==> src/rtl/arp_crypto_pkg.sv <==
// Shared constants and types for the ARP key inserter/verifier pair on the 256-bit AXI-Stream path.
package arp_crypto_pkg;

    localparam int unsigned DATA_W    = 256;
    localparam int unsigned KEEP_W    = DATA_W / 8;
    localparam int unsigned USER_W    = 128;

    localparam logic [15:0] ARP_ETHERTYPE_LE = 16'h0608;
    localparam int unsigned TYPE_HIGH = 111;
    localparam int unsigned TYPE_LOW  = 96;
    localparam int unsigned KEY_HIGH  = 207;
    localparam int unsigned KEY_LOW   = 80;
    localparam int unsigned KEY_WIDTH = 128;

    typedef enum logic [5:0] {
        IDLE     = 6'b000001,
        CHK      = 6'b000010,
        EMIT_HDR = 6'b000100,
        EMIT_KEY = 6'b001000,
        FWD      = 6'b010000,
        DROP     = 6'b100000
    } state_t;

    typedef struct packed {
        logic [DATA_W-1:0] tdata;
        logic [KEEP_W-1:0] tkeep;
        logic [USER_W-1:0] tuser;
        logic              tlast;
    } axis_beat_t;

endpackage

==> src/rtl/fallthrough_small_fifo.sv <==
// Small first-word-fallthrough FIFO: the head entry is visible on dout_o whenever empty_o is low.
module fallthrough_small_fifo #(
    parameter int unsigned WIDTH          = 8,
    parameter int unsigned MAX_DEPTH_BITS = 2
) (
    input  logic             clk_i,
    input  logic             rst_n_i,
    input  logic [WIDTH-1:0] din_i,
    input  logic             wr_en_i,
    input  logic             rd_en_i,
    output logic [WIDTH-1:0] dout_o,
    output logic             nearly_full_o,
    output logic             empty_o
);

    localparam int unsigned DEPTH = 1 << MAX_DEPTH_BITS;
    localparam int unsigned PTR_W = MAX_DEPTH_BITS;
    localparam int unsigned CNT_W = MAX_DEPTH_BITS + 1;

    logic [WIDTH-1:0] mem_q [DEPTH];
    logic [PTR_W-1:0] wr_ptr_q;
    logic [PTR_W-1:0] rd_ptr_q;
    logic [CNT_W-1:0] cnt_q;
    logic             full;
    logic             do_wr;
    logic             do_rd;

    assign full          = (cnt_q == CNT_W'(DEPTH));
    assign empty_o       = (cnt_q == '0);
    assign nearly_full_o = (cnt_q >= CNT_W'(DEPTH - 1));
    assign do_wr         = wr_en_i && !full;
    assign do_rd         = rd_en_i && !empty_o;
    assign dout_o        = mem_q[rd_ptr_q];

    always_ff @(posedge clk_i) begin
        if (do_wr) begin
            mem_q[wr_ptr_q] <= din_i;
        end
    end

    always_ff @(posedge clk_i) begin
        if (!rst_n_i) begin
            wr_ptr_q <= '0;
            rd_ptr_q <= '0;
            cnt_q    <= '0;
        end else begin
            if (do_wr) begin
                wr_ptr_q <= wr_ptr_q + PTR_W'(1);
            end
            if (do_rd) begin
                rd_ptr_q <= rd_ptr_q + PTR_W'(1);
            end
            cnt_q <= cnt_q + CNT_W'(do_wr) - CNT_W'(do_rd);
        end
    end

endmodule

==> src/rtl/arp_crypto_verify.sv <==
// Receive-side ARP key check: forwards keyed ARP frames with the key zeroed, drops unkeyed or
// wrongly keyed ARP frames, and passes every other frame through untouched.
module arp_crypto_verify
    import arp_crypto_pkg::*;
#(
    parameter int unsigned C_M_AXIS_DATA_WIDTH  = 256,
    parameter int unsigned C_S_AXIS_DATA_WIDTH  = 256,
    parameter int unsigned C_M_AXIS_TUSER_WIDTH = 128,
    parameter int unsigned C_S_AXIS_TUSER_WIDTH = 128,
    parameter int unsigned FIFO_DEPTH_BITS      = 2
) (
    input  logic                              axis_aclk,
    input  logic                              axis_resetn,
    input  logic [C_S_AXIS_DATA_WIDTH-1:0]    s_axis_tdata,
    input  logic [C_S_AXIS_DATA_WIDTH/8-1:0]  s_axis_tkeep,
    input  logic [C_S_AXIS_TUSER_WIDTH-1:0]   s_axis_tuser,
    input  logic                              s_axis_tlast,
    input  logic                              s_axis_tvalid,
    output logic                              s_axis_tready,
    output logic [C_M_AXIS_DATA_WIDTH-1:0]    m_axis_tdata,
    output logic [C_M_AXIS_DATA_WIDTH/8-1:0]  m_axis_tkeep,
    output logic [C_M_AXIS_TUSER_WIDTH-1:0]   m_axis_tuser,
    output logic                              m_axis_tlast,
    output logic                              m_axis_tvalid,
    input  logic                              m_axis_tready,
    input  logic [KEY_WIDTH-1:0]              key_i,
    input  logic                              clear_counters,
    output logic [31:0]                       pass_count,
    output logic [31:0]                       drop_count
);

    state_t     state_q, state_d;
    axis_beat_t hold_q, hold_d;
    axis_beat_t in_beat, head, out_beat;
    logic [31:0] pass_cnt_q, pass_cnt_d;
    logic [31:0] drop_cnt_q, drop_cnt_d;
    logic        fifo_nearly_full;
    logic        fifo_empty;
    logic        pop_c;
    logic        pass_inc;
    logic        drop_inc;
    logic        head_is_arp;
    logic        key_match;
    logic [KEY_WIDTH-1:0] head_key;

    assign in_beat = {s_axis_tdata, s_axis_tkeep, s_axis_tuser, s_axis_tlast};

    fallthrough_small_fifo #(
        .WIDTH          ($bits(axis_beat_t)),
        .MAX_DEPTH_BITS (FIFO_DEPTH_BITS)
    ) u_in_fifo (
        .clk_i         (axis_aclk),
        .rst_n_i       (axis_resetn),
        .din_i         (in_beat),
        .wr_en_i       (s_axis_tvalid && s_axis_tready),
        .rd_en_i       (pop_c),
        .dout_o        (head),
        .nearly_full_o (fifo_nearly_full),
        .empty_o       (fifo_empty)
    );

    assign s_axis_tready = !fifo_nearly_full;
    assign head_is_arp   = (head.tdata[TYPE_HIGH:TYPE_LOW] == ARP_ETHERTYPE_LE);
    assign head_key      = head.tdata[KEY_HIGH:KEY_LOW];
    assign key_match     = (head_key == key_i);

    assign m_axis_tdata  = out_beat.tdata;
    assign m_axis_tkeep  = out_beat.tkeep;
    assign m_axis_tuser  = out_beat.tuser;
    assign m_axis_tlast  = out_beat.tlast;
    assign pass_count    = pass_cnt_q;
    assign drop_count    = drop_cnt_q;

    // Next-state, pop and egress selection.
    always_comb begin
        state_d       = state_q;
        hold_d        = hold_q;
        out_beat      = head;
        m_axis_tvalid = 1'b0;
        pop_c         = 1'b0;
        pass_inc      = 1'b0;
        drop_inc      = 1'b0;
        unique case (state_q)
            IDLE: begin
                if (!fifo_empty) begin
                    if (!head_is_arp) begin
                        m_axis_tvalid = 1'b1;
                        if (m_axis_tready) begin
                            pop_c = 1'b1;
                            if (!head.tlast) state_d = FWD;
                        end
                    end else begin
                        pop_c  = 1'b1;
                        hold_d = head;
                        if (head.tlast) drop_inc = 1'b1;
                        else            state_d  = CHK;
                    end
                end
            end
            CHK: begin
                if (!fifo_empty) begin
                    if (key_match) begin
                        state_d = EMIT_HDR;
                    end else begin
                        pop_c    = 1'b1;
                        drop_inc = 1'b1;
                        state_d  = head.tlast ? IDLE : DROP;
                    end
                end
            end
            EMIT_HDR: begin
                out_beat       = hold_q;
                out_beat.tlast = 1'b0;
                m_axis_tvalid  = 1'b1;
                if (m_axis_tready) state_d = EMIT_KEY;
            end
            EMIT_KEY: begin
                out_beat.tdata[KEY_HIGH:KEY_LOW] = '0;
                m_axis_tvalid = !fifo_empty;
                if (!fifo_empty && m_axis_tready) begin
                    pop_c    = 1'b1;
                    pass_inc = 1'b1;
                    state_d  = head.tlast ? IDLE : FWD;
                end
            end
            FWD: begin
                m_axis_tvalid = !fifo_empty;
                if (!fifo_empty && m_axis_tready) begin
                    pop_c = 1'b1;
                    if (head.tlast) state_d = IDLE;
                end
            end
            DROP: begin
                if (!fifo_empty) begin
                    pop_c = 1'b1;
                    if (head.tlast) state_d = IDLE;
                end
            end
            default: state_d = IDLE;
        endcase
    end

    // Clear wins over a same-cycle increment; both counters wrap naturally.
    always_comb begin
        pass_cnt_d = pass_cnt_q;
        drop_cnt_d = drop_cnt_q;
        if (clear_counters) begin
            pass_cnt_d = '0;
            drop_cnt_d = '0;
        end else begin
            if (pass_inc) pass_cnt_d = pass_cnt_q + 32'd1;
            if (drop_inc) drop_cnt_d = drop_cnt_q + 32'd1;
        end
    end

    always_ff @(posedge axis_aclk) begin
        if (!axis_resetn) begin
            state_q    <= IDLE;
            hold_q     <= '0;
            pass_cnt_q <= '0;
            drop_cnt_q <= '0;
        end else begin
            state_q    <= state_d;
            hold_q     <= hold_d;
            pass_cnt_q <= pass_cnt_d;
            drop_cnt_q <= drop_cnt_d;
        end
    end

endmodule

==> config.mk <==
export PLATFORM = sky130hd
export DESIGN_NAME = arp_crypto_verify
export DESIGN_NICKNAME = d
export VERILOG_FILES = /design/src/rtl/arp_crypto_pkg.sv /design/src/rtl/fallthrough_small_fifo.sv /design/src/rtl/arp_crypto_verify.sv
export SDC_FILE = /design/constraint.sdc
export NUM_CORES = 2
export LEC_CHECK = 0
export ABC_AREA = 1
export CAP_MARGIN = 20
export CORE_ASPECT_RATIO = 2
export CORE_MARGIN = 4
export CORE_UTILIZATION = 35
export CTS_CLUSTER_SIZE = 24
export DETAILED_ROUTE_END_ITERATION = 12
export GPL_ROUTABILITY_DRIVEN = 0
export MAX_ROUTING_LAYER = met4
export PLACE_DENSITY = 0.59
export RECOVER_POWER = 50
export SLEW_MARGIN = 20
export SYNTH_ARGS = -nofsm -noshare
export SYNTH_HDL_FRONTEND = slang
export SYNTH_SLANG_ARGS = --single-unit
==> constraint.sdc <==
create_clock -name axis_aclk -period 29.6 [get_ports axis_aclk]
set_clock_uncertainty 0.1 [all_clocks]
set_input_delay 5.92 -clock axis_aclk [delete_from_list [all_inputs] [get_ports axis_aclk]]
set_output_delay 5.92 -clock axis_aclk [all_outputs]
set_load 0.05 [all_outputs]
==> reports/qor.yml <==
outcome: "complete, but fails checks"
violations: "antenna rules, capacitance limit, slew limit"
synth_top_area_share_pct: 57.66
routed_wl_microns: 295700
power_mw: 9.619
htreeDepth: 4
numCtsBuffers: 199
rr_worst_depth: 10
grt_overflow_total: 0
cts_num_sinks: 2163
busiest_layer: "met2"
cts.clk_slew.worst_paths_ns: 0.07
hold_viol_final: 0
cap_violations: 10
drv_slew: 572
synth_most_common_cell: "edfxtp_1"
cp.required_ns: 29.93
design.core.area_sq_um: 246900
worst_slew_pin_slew_ns: 8.228
synthTopCellsByArea: "edfxtp_1, dfxtp_1, o21ai_0, nand2_1, nor2_1"
p_sw_mw: 3.694
ir_drop_v: 0.00007726
grt_use_met1_pct: 26.40
via_per_inst: 5.214
seq_power_share_pct: 37.9
hold_start: "hold_q[268]"
drt_iter0_drc: 6059
rows: 258
cts_resized: 0
syn_area_sq_um: 86870
critPathMaxFanout: 116
fin_nets: 9479
cts_buffer_depth: 4
portBuffers: 1032
placed_area_sq_um: 99810
min_path_type: "register to register"
worstReg2RegStart: "u_in_fifo.cnt_q[2]"
internal_power_mw: 5.924
antenna_found_initial: 220
hold_depth: 2
final_util_pct: 43.22
met2_usage_pct: 37.81
max-slew-margin-rel_pct: -448.5
cts_root_buf: "clkbuf_16"
critPathKind: "input port to register"
yosys-top-cells-count: "edfxtp_1, nand2_1, o21ai_0"
async_flop_share_pct: 0
grt_pass1_wl_microns: 422700
setup-violations-final: 0
wl_per_cell_microns: 23.65
syn_area_per_cell_sq_um: 10.69
dr.pass1.iters: 8
vias: 65200
insertion_delay_ns: 0.86
r2r_end: "u_in_fifo.mem_q[0][11]"
hold_buffers: 0
post-route-drc-count: 0
whs_ns: 0.3475
cp-start-kind: "input port"
io_pins: 1033
clkPwrFrac_pct: 27.3
post_cts_buffers: 0
whs_endpoint: "hold_q[268]"
die_area_sq_um: 256700
dpl.hpwl_microns: 195400
ys_warn_count: 0
layout-drive-gt1-share_pct: 4.240
powerDensity_nw_per_um2: 90.12
ys_seq_area_share_pct: 69.07
track_usage_pct: 22.59
die_h_microns: 712.6
start_util_pct: 35.18
switching_share_pct: 38.41
cts_tree: "built"
synth_fp_nets: 8684
die_w_microns: 360.3
finalCritPeriodShare_pct: 50.07
arrival_ns: 15.15
area_growth_pct: 22.88
combPwrFrac_pct: 34.8
rsz0062_at_grt: "no"
tns_ns: 0
finalCriticalPeriod_ns: 14.82
grt_max_degree: 258
fin_area_sq_um: 106700
synth_edf_count: 1668
n_fill_cell: 22990
synth_ff_type: "edfxtp_1"
fmax_ghz: 0.06747
synth_cell_types: 40
cp-end-kind: "register"
grt_pass1_vias: 61730
netlist_instances: 8124
postRouteAntennaNets: 1
synth_top_area_cell: "edfxtp_1"
p_leak_nw: 37.71
yosys_register_bits: 2163
reg2reg_slack_ns: 19.41
met3_usage_pct: 6.202
## worst max-delay path, stage by stage
cell and delay [ns]:
dlygate4sd3_1 0.67, nand2_1 0.29, nor2_4 0.17, clkbuf_1 5.68, buf_4 1.39, buf_4 0.82
## worst max-delay path by stage
stage                              from                       to  cells past startpoint  slack (ns)
after global placement         register         m_axis_tuser[30]                     10       17.02
after floorplan           s_axis_tvalid    u_in_fifo.mem_q[0][0]                      2        4.83
after detailed placement       register         m_axis_tuser[30]                     10       16.96
after global routing      s_axis_tvalid  u_in_fifo.mem_q[0][238]                      6       14.01
final                     s_axis_tvalid   u_in_fifo.mem_q[0][11]                      6       14.78
after CTS                      register         m_axis_tuser[30]                     10       15.99
## cell type report
class	count	area, sq um	share of cell area (%)
Timing Repair Buffer	1113	10990	10.29
Inverter	504	1916	1.795
Sequential cell	2163	60010	56.22
Clock inverter	107	1150	1.077
Multi-Input combinational cell	4938	22760	21.32
Antenna cell	175	437.9	0.4103
Clock buffer	255	5423	5.080
Tap cell	3250	4066	3.810
## stage by stage
| step | setup WS [ns] | instances |
|---|---|---|
| 3_3_place_gp | 17.02 | 11970 |
| 5_1_grt | 14.01 | 12450 |
| 4_1_cts | 15.99 | 12330 |
| 2_1_floorplan | 4.826 | 8124 |
| 6_report | 14.78 | 12510 |
| 3_5_place_dp | 16.96 | 11970 |
## power by group through the flow
stage	clock network (mW)	registers, mW	logic, mW
after global routing	2.80	3.66	3.55
after detailed placement	0	3.70	3.36
after global placement	0	3.69	3.34
after CTS	2.69	3.63	3.38
after floorplan	0	3.87	2.05
final	2.63	3.65	3.35
## cells by family after synthesis
logic type               synth area share (%)
AND/OR/NAND/NOR                         12.74
AO/OA/AOI/OAI                           13.02
flip-flops                              69.07
buffers and inverters                   4.770
XOR/XNOR                               0.2521
adder cells (fa/ha/maj)                0.1527
## placed cells by master, fill, tap and decap left out, types with 418 or more instances in the layout
| master | Yosys | final |
|---|---|---|
| a21oi_1 | 464 | 464 |
| clkdlybuf4s50_1 | 0 | 613 |
| dfxtp_1 | 495 | 493 |
| dlygate4sd3_1 | 0 | 418 |
| edfxtp_1 | 1668 | 1668 |
| inv_1 | 500 | 500 |
| nand2_1 | 1471 | 1470 |
| nand3_1 | 437 | 437 |
| nor2_1 | 703 | 702 |
| o21ai_0 | 1378 | 1379 |
## registers in the layout, summed over array words and instances, names as in the netlist, named ones only
signal and cells:
state_q 6, u_in_fifo.wr_ptr_q 2, hold_q 416, drop_count 32
pass_count 32, u_in_fifo.mem_q 1668, u_in_fifo.rd_ptr_q 2, u_in_fifo.cnt_q 3
## layer usage
layer | share of wire (%) | wire (microns)
met5 | 0 | 0
met4 | 3.7 | 10990
met3 | 9.2 | 27300
met2 | 49 | 144000
met1 | 38 | 113400
Power figures use the tool's default switching activity.
